File: src/rtl/uart_arbiter_pkg.sv
// Shared types and widths for the two-requester UART host bus arbiter.
package uart_arbiter_pkg;

  localparam int ADDR_W = 3;
  localparam int DATA_W = 8;

  typedef enum logic [1:0] {
    IDLE    = 2'd0,
    SETUP   = 2'd1,
    STROBE  = 2'd2,
    RECOVER = 2'd3
  } arb_state_e;

endpackage

File: src/rtl/uart_host_arbiter_rr_selector.sv
// Winner select for two requesters: round-robin on a last-served bit, or
// requester 0 always first when UART_ARB_FIXED_PRIORITY_EN is defined.
module rr_selector (
  input  logic [1:0] req_i,
`ifndef UART_ARB_FIXED_PRIORITY_EN
  input  logic       last_i,
`endif
  output logic [1:0] gnt_o
);

  // One-hot winner; on a tie the requester not served last takes the bus
  always_comb begin
    gnt_o = 2'b00;
    case (req_i)
      2'b01:   gnt_o = 2'b01;
      2'b10:   gnt_o = 2'b10;
`ifdef UART_ARB_FIXED_PRIORITY_EN
      2'b11:   gnt_o = 2'b01;
`else
      2'b11:   gnt_o = last_i ? 2'b01 : 2'b10;
`endif
      default: gnt_o = 2'b00;
    endcase
  end

endmodule

File: src/rtl/uart_host_arbiter.sv
// Two-requester host arbiter driving a UART register bus with setup/strobe/recover timing.
// Optional macro UART_ARB_FIXED_PRIORITY_EN selects fixed priority (requester 0 wins).
module uart_host_arbiter
  import uart_arbiter_pkg::*;
#(
  parameter int STROBE_CYCLES  = 2,
  parameter int RECOVER_CYCLES = 1
) (
  input  logic                   clk_i,
  input  logic                   rst_n_i,
  input  logic [1:0]             req_i,
  input  logic [1:0]             we_i,
  input  logic [1:0][ADDR_W-1:0] addr_i,
  input  logic [1:0][DATA_W-1:0] wdata_i,
  output logic [1:0]             gnt_o,
  output logic [1:0]             done_o,
  output logic [DATA_W-1:0]      rdata_o,
  output logic                   chip_sel_n_o,
  output logic [ADDR_W-1:0]      address_o,
  output logic                   read_write_o,
  output logic [DATA_W-1:0]      data_o,
  output logic                   data_oe_o,
  input  logic [DATA_W-1:0]      data_i
);

  localparam logic [3:0] STROBE_LAST  = 4'(STROBE_CYCLES - 1);
  localparam logic [3:0] RECOVER_LAST = 4'(RECOVER_CYCLES - 1);

  arb_state_e          state_r, state_s;
  logic [3:0]          cnt_r, cnt_s;
  logic                win_r, win_s;
  logic [1:0]          sel_s;
  logic [1:0]          gnt_r, gnt_s;
  logic [1:0]          done_r, done_s;
  logic [DATA_W-1:0]   rdata_r, rdata_s;
  logic                cs_n_r, cs_n_s;
  logic [ADDR_W-1:0]   addr_r, addr_s;
  logic                rw_r, rw_s;
  logic [DATA_W-1:0]   data_r, data_s;
  logic                oe_r, oe_s;
`ifndef UART_ARB_FIXED_PRIORITY_EN
  logic                last_r, last_s;
`endif

  rr_selector u_sel (
    .req_i  (req_i),
`ifndef UART_ARB_FIXED_PRIORITY_EN
    .last_i (last_r),
`endif
    .gnt_o  (sel_s)
  );

  // Next-state and next-output decode; every bus output is registered below
  always_comb begin
    state_s = state_r;
    cnt_s   = cnt_r;
    win_s   = win_r;
    gnt_s   = gnt_r;
    done_s  = 2'b00;
    rdata_s = rdata_r;
    cs_n_s  = cs_n_r;
    addr_s  = addr_r;
    rw_s    = rw_r;
    data_s  = data_r;
    oe_s    = oe_r;
`ifndef UART_ARB_FIXED_PRIORITY_EN
    last_s  = last_r;
`endif
    case (state_r)
      IDLE: begin
        if (sel_s != 2'b00) begin
          win_s   = sel_s[1];
          gnt_s   = sel_s;
          addr_s  = addr_i[sel_s[1]];
          rw_s    = ~we_i[sel_s[1]];
          data_s  = wdata_i[sel_s[1]];
          oe_s    = we_i[sel_s[1]];
          cnt_s   = 4'd0;
          state_s = SETUP;
`ifndef UART_ARB_FIXED_PRIORITY_EN
          last_s  = sel_s[1];
`endif
        end else begin
          state_s = IDLE;
        end
      end
      SETUP: begin
        cs_n_s  = 1'b0;
        cnt_s   = 4'd0;
        state_s = STROBE;
      end
      STROBE: begin
        if (cnt_r == STROBE_LAST) begin
          cs_n_s  = 1'b1;
          gnt_s   = 2'b00;
          done_s  = win_r ? 2'b10 : 2'b01;
          rdata_s = rw_r ? data_i : rdata_r;
          cnt_s   = 4'd0;
          state_s = RECOVER;
        end else begin
          cnt_s   = cnt_r + 4'd1;
        end
      end
      RECOVER: begin
        // the enable covers the first recovery cycle as write hold time
        oe_s = 1'b0;
        if (cnt_r == RECOVER_LAST) begin
          cnt_s   = 4'd0;
          state_s = IDLE;
        end else begin
          cnt_s   = cnt_r + 4'd1;
        end
      end
      default: begin
        state_s = IDLE;
        cnt_s   = 4'd0;
        cs_n_s  = 1'b1;
        oe_s    = 1'b0;
        gnt_s   = 2'b00;
      end
    endcase
  end

  // State, pointer and output registers; reset aborts any access in flight
  always_ff @(posedge clk_i or negedge rst_n_i) begin
    if (!rst_n_i) begin
      state_r <= IDLE;
      cnt_r   <= 4'd0;
      win_r   <= 1'b0;
      gnt_r   <= 2'b00;
      done_r  <= 2'b00;
      rdata_r <= 8'h00;
      cs_n_r  <= 1'b1;
      addr_r  <= 3'd0;
      rw_r    <= 1'b1;
      data_r  <= 8'h00;
      oe_r    <= 1'b0;
`ifndef UART_ARB_FIXED_PRIORITY_EN
      last_r  <= 1'b1;
`endif
    end else begin
      state_r <= state_s;
      cnt_r   <= cnt_s;
      win_r   <= win_s;
      gnt_r   <= gnt_s;
      done_r  <= done_s;
      rdata_r <= rdata_s;
      cs_n_r  <= cs_n_s;
      addr_r  <= addr_s;
      rw_r    <= rw_s;
      data_r  <= data_s;
      oe_r    <= oe_s;
`ifndef UART_ARB_FIXED_PRIORITY_EN
      last_r  <= last_s;
`endif
    end
  end

  assign gnt_o        = gnt_r;
  assign done_o       = done_r;
  assign rdata_o      = rdata_r;
  assign chip_sel_n_o = cs_n_r;
  assign address_o    = addr_r;
  assign read_write_o = rw_r;
  assign data_o       = data_r;
  assign data_oe_o    = oe_r;

endmodule

File: config.mk
export PLATFORM = sky130hd
export DESIGN_NAME = uart_host_arbiter
export DESIGN_NICKNAME = d
export VERILOG_FILES = /design/src/rtl/uart_arbiter_pkg.sv /design/src/rtl/uart_host_arbiter_rr_selector.sv /design/src/rtl/uart_host_arbiter.sv
export SDC_FILE = /design/constraint.sdc
export NUM_CORES = 1
export LEC_CHECK = 0
export ABC_AREA = 1
export CORE_MARGIN = 8
export CORE_UTILIZATION = 45
export DETAILED_ROUTE_END_ITERATION = 7
export PLACE_DENSITY = 0.8
export SLEW_MARGIN = 10
export SYNTH_ARGS = -nofsm -noshare
export SYNTH_HDL_FRONTEND = slang
export SYNTH_SLANG_ARGS = --single-unit
File: constraint.sdc
create_clock -name clk_i -period 1.4 [get_ports clk_i]
set_input_delay 0.28 -clock clk_i [delete_from_list [all_inputs] [get_ports clk_i]]
set_output_delay 0.28 -clock clk_i [all_outputs]
set_load 0.01 [all_outputs]
==> out/results.ini <==
[setup_path]
critPathLaunch = chip_sel_n_o
worstPathRequired_ns = 1.12
cpPeakStageDelay_ns = 0.53
r2r_setup_slack_ns = 0.08
worstPathMaxFanout = 2
arrival_ns = 1.08
reg2reg_from = state_r[1]
worstRegToRegCells = 7
crit_path_end = chip_sel_n_o
critPathKind = reg -> out
worstPathCellList = dlygate4sd2_1
path_buf_inv = 1
cpMaxStageDelayCell = dfstp_2
crit_path_end_kind = primary output
cp-start-kind = register
crit_family = flip-flops
path_depth = 1
r2r_end = cnt_r[0]

[hold_path]
hold_class = in -> async

[cts]
clkSlewWorstSetupHoldPaths_ns = 0.07
cts_buffer_depth = 2
cts_max_level = 2
clock_latency_ns = 0.28
cts_sinks = 34
cts_tree = built
cts_root_buf = clkbuf_8
cts_hold_buffers = 0
cts_buffers = 5

[floorplanning]
rows = 22
ios = 62
die-area_um2 = 6170
core_area_um2 = 3720
start_util_pct = 47.3
die_w_um = 78.5
fp.dieH_um = 78.5

[sta]
finalHoldViolations = 0
hold_slack_ns = 0.358
setup_viol = 0
min_period_over_period_pct = 97.4
rsz0062_at_grt = yes
skew_ns = 0.00435
fmax_mhz = 734
fin_setup_tns_ns = 0
relSlewSlack_pct = 79.2
slew_viol_final = 0
min_period_ns = 1.36
worst_pin_slew_ns = 0.311

[power_and_ir_drop]
ir_worst_vdd_mv = 0.892
switching_share_pct = 38.5
powerDensity_nw_per_um2 = 1920
seqPwrFrac_pct = 32.2
internal-power_w = 0.00311
p_leak_nw = 1.30
p_clk_share_pct = 17.3
netSwitchingPower_w = 0.00195
comb_power_share_pct = 50.5

[finish]
stdcell_area_um2 = 2630
final_common_cell = nand2_1
layout_common_cells = 51 x nand2_1, 35 x clkdlybuf4s50_1, 31 x dfrtp_1
fin_nets = 313
syn2layout_area_growth_pct = 49.6
drive_gt1_share_pct = 23.6
finalNonFillerCells = 319
n_antenna_cell = 0

[routing]
postRouteAntennaNets = 0
wl_per_cell_um = 13.0
first_pass_iters = 4
via_per_inst = 4.75
num_vias = 1516
drt-total-wl_um = 4150
drt_iter0_drc = 60
drc = 0

[place]
globalplace.congestion = 0.872
place_area_um2 = 2480
hpwl_um = 3130
dpl.cell_count = 309
portBuffers = 61

[global_routing]
grt_pass1_wl_um = 7220
grt_pass1_vias = 1646
antenna_found_initial = 0
grt_max_degree = 35
grt.total_usage_pct = 14.2
globalRouteOverflowTotal = 0

[logic_synthesis]
seq_area_frac_synth_pct = 48.6
ys_ff_latch = 34
syn_area_um2 = 1760
ys_types = 24
synth_cells = 195
yosysWarnings = 0
avgSynthCellArea_um2 = 9.02
synth_nets = 238

[outcome]
status = complete, no violations

[job]
cap_violations = 0

-- layer usage --
metal  wire length [um]  share of wire [%]  GRT usage [%]
met2               1980                 48           22.8
met5                  0                  0              0
met1               1780                 43           16.3
met4                 70                1.7           6.85
met3                325                7.8           5.47
-- stage by stage --
step	total power, W	utilization (%)	setup slack, ns
6_report	0.00506	70.8	0.0370
2_1_floorplan	0.00310	-	0.0750
3_3_place_gp	0.00422	66.8	-0.0975
4_1_cts	0.00495	69.0	0.00219
3_5_place_dp	0.00429	66.8	-0.144
5_1_grt	0.00546	70.8	-0.00205
-- Yosys cell counts (all sizes together) --
| cell type | count | area, um^2 |
|---|---|---|
| a21oi | 1 | 5.00 |
| a22oi | 1 | 7.51 |
| buf | 5 | 47.5 |
| clkinv | 1 | 5.00 |
| dfrtp | 31 | 776 |
| dfstp | 3 | 78.8 |
| ha | 7 | 87.6 |
| inv | 23 | 86.3 |
| nand2 | 56 | 228 |
| nand3 | 11 | 55.1 |
| nand4 | 1 | 21.3 |
| nor2 | 19 | 81.3 |
| o211ai | 1 | 7.51 |
| o21ai | 34 | 264 |
| xor2 | 1 | 8.76 |
-- flip-flops by register name (all words and copies together) (netlist names) --
register,count
gnt_o,2
state_r,2
last_r,1
rdata_o,8
data_oe_o,1
read_write_o,1
cnt_r,4
chip_sel_n_o,1
win_r,1
address_o,3
done_o,2
data_o,8
-- worst min-delay path by stage --
stage,slack (ns),to,from
floorplan,-0.02,address_o[0],rst_n_i
global placement,0.41,done_o[0],win_r
detailed placement,0.41,done_o[0],win_r
CTS,0.36,gnt_o[0],rst_n_i
global route,0.37,state_r[0],rst_n_i
finish,0.36,cnt_r[1],rst_n_i
-- cells by family (layout without fill, tap and decap cells) --
family	Yosys count	in the layout	synth area share (%)
XOR/XNOR	1	1	0.498
buffers and inverters	29	105	7.89
flip-flops	34	34	48.6
adder cells (fa/ha/maj)	7	7	4.98
AO/OA/AOI/OAI	37	37	16.1
AND/OR/NAND/NOR	87	87	21.9
-- timing repair --
action                     in CTS  in global routing
gates resized for setup        28                  6
setup endpoints to repair      44                 18
pin swaps                       0                  1
gates cloned                    0                  0
buffers inserted                0                  2
-- power groups by stage --
stage	clock, W	sequential [W]	combinational (W)
after floorplan	0	0.00183	0.00127
after global placement	0	0.00166	0.00256
after detailed placement	0	0.00167	0.00262
after CTS	0.000899	0.00164	0.00242
after global routing	0.000951	0.00168	0.00283
final	0.000875	0.00163	0.00255
-- final cells by class --
cell class / count / area (um^2)
Multi-Input combinational cell: 132 / 812
Timing Repair Buffer: 73 / 706
Clock inverter: 3 / 40.0
Clock buffer: 5 / 68.8
Tap cell: 48 / 60.1
Fill cell: 319 / 1080
Inverter: 24 / 91.3
Sequential cell: 34 / 855
Power figures use the tool's default switching activity.
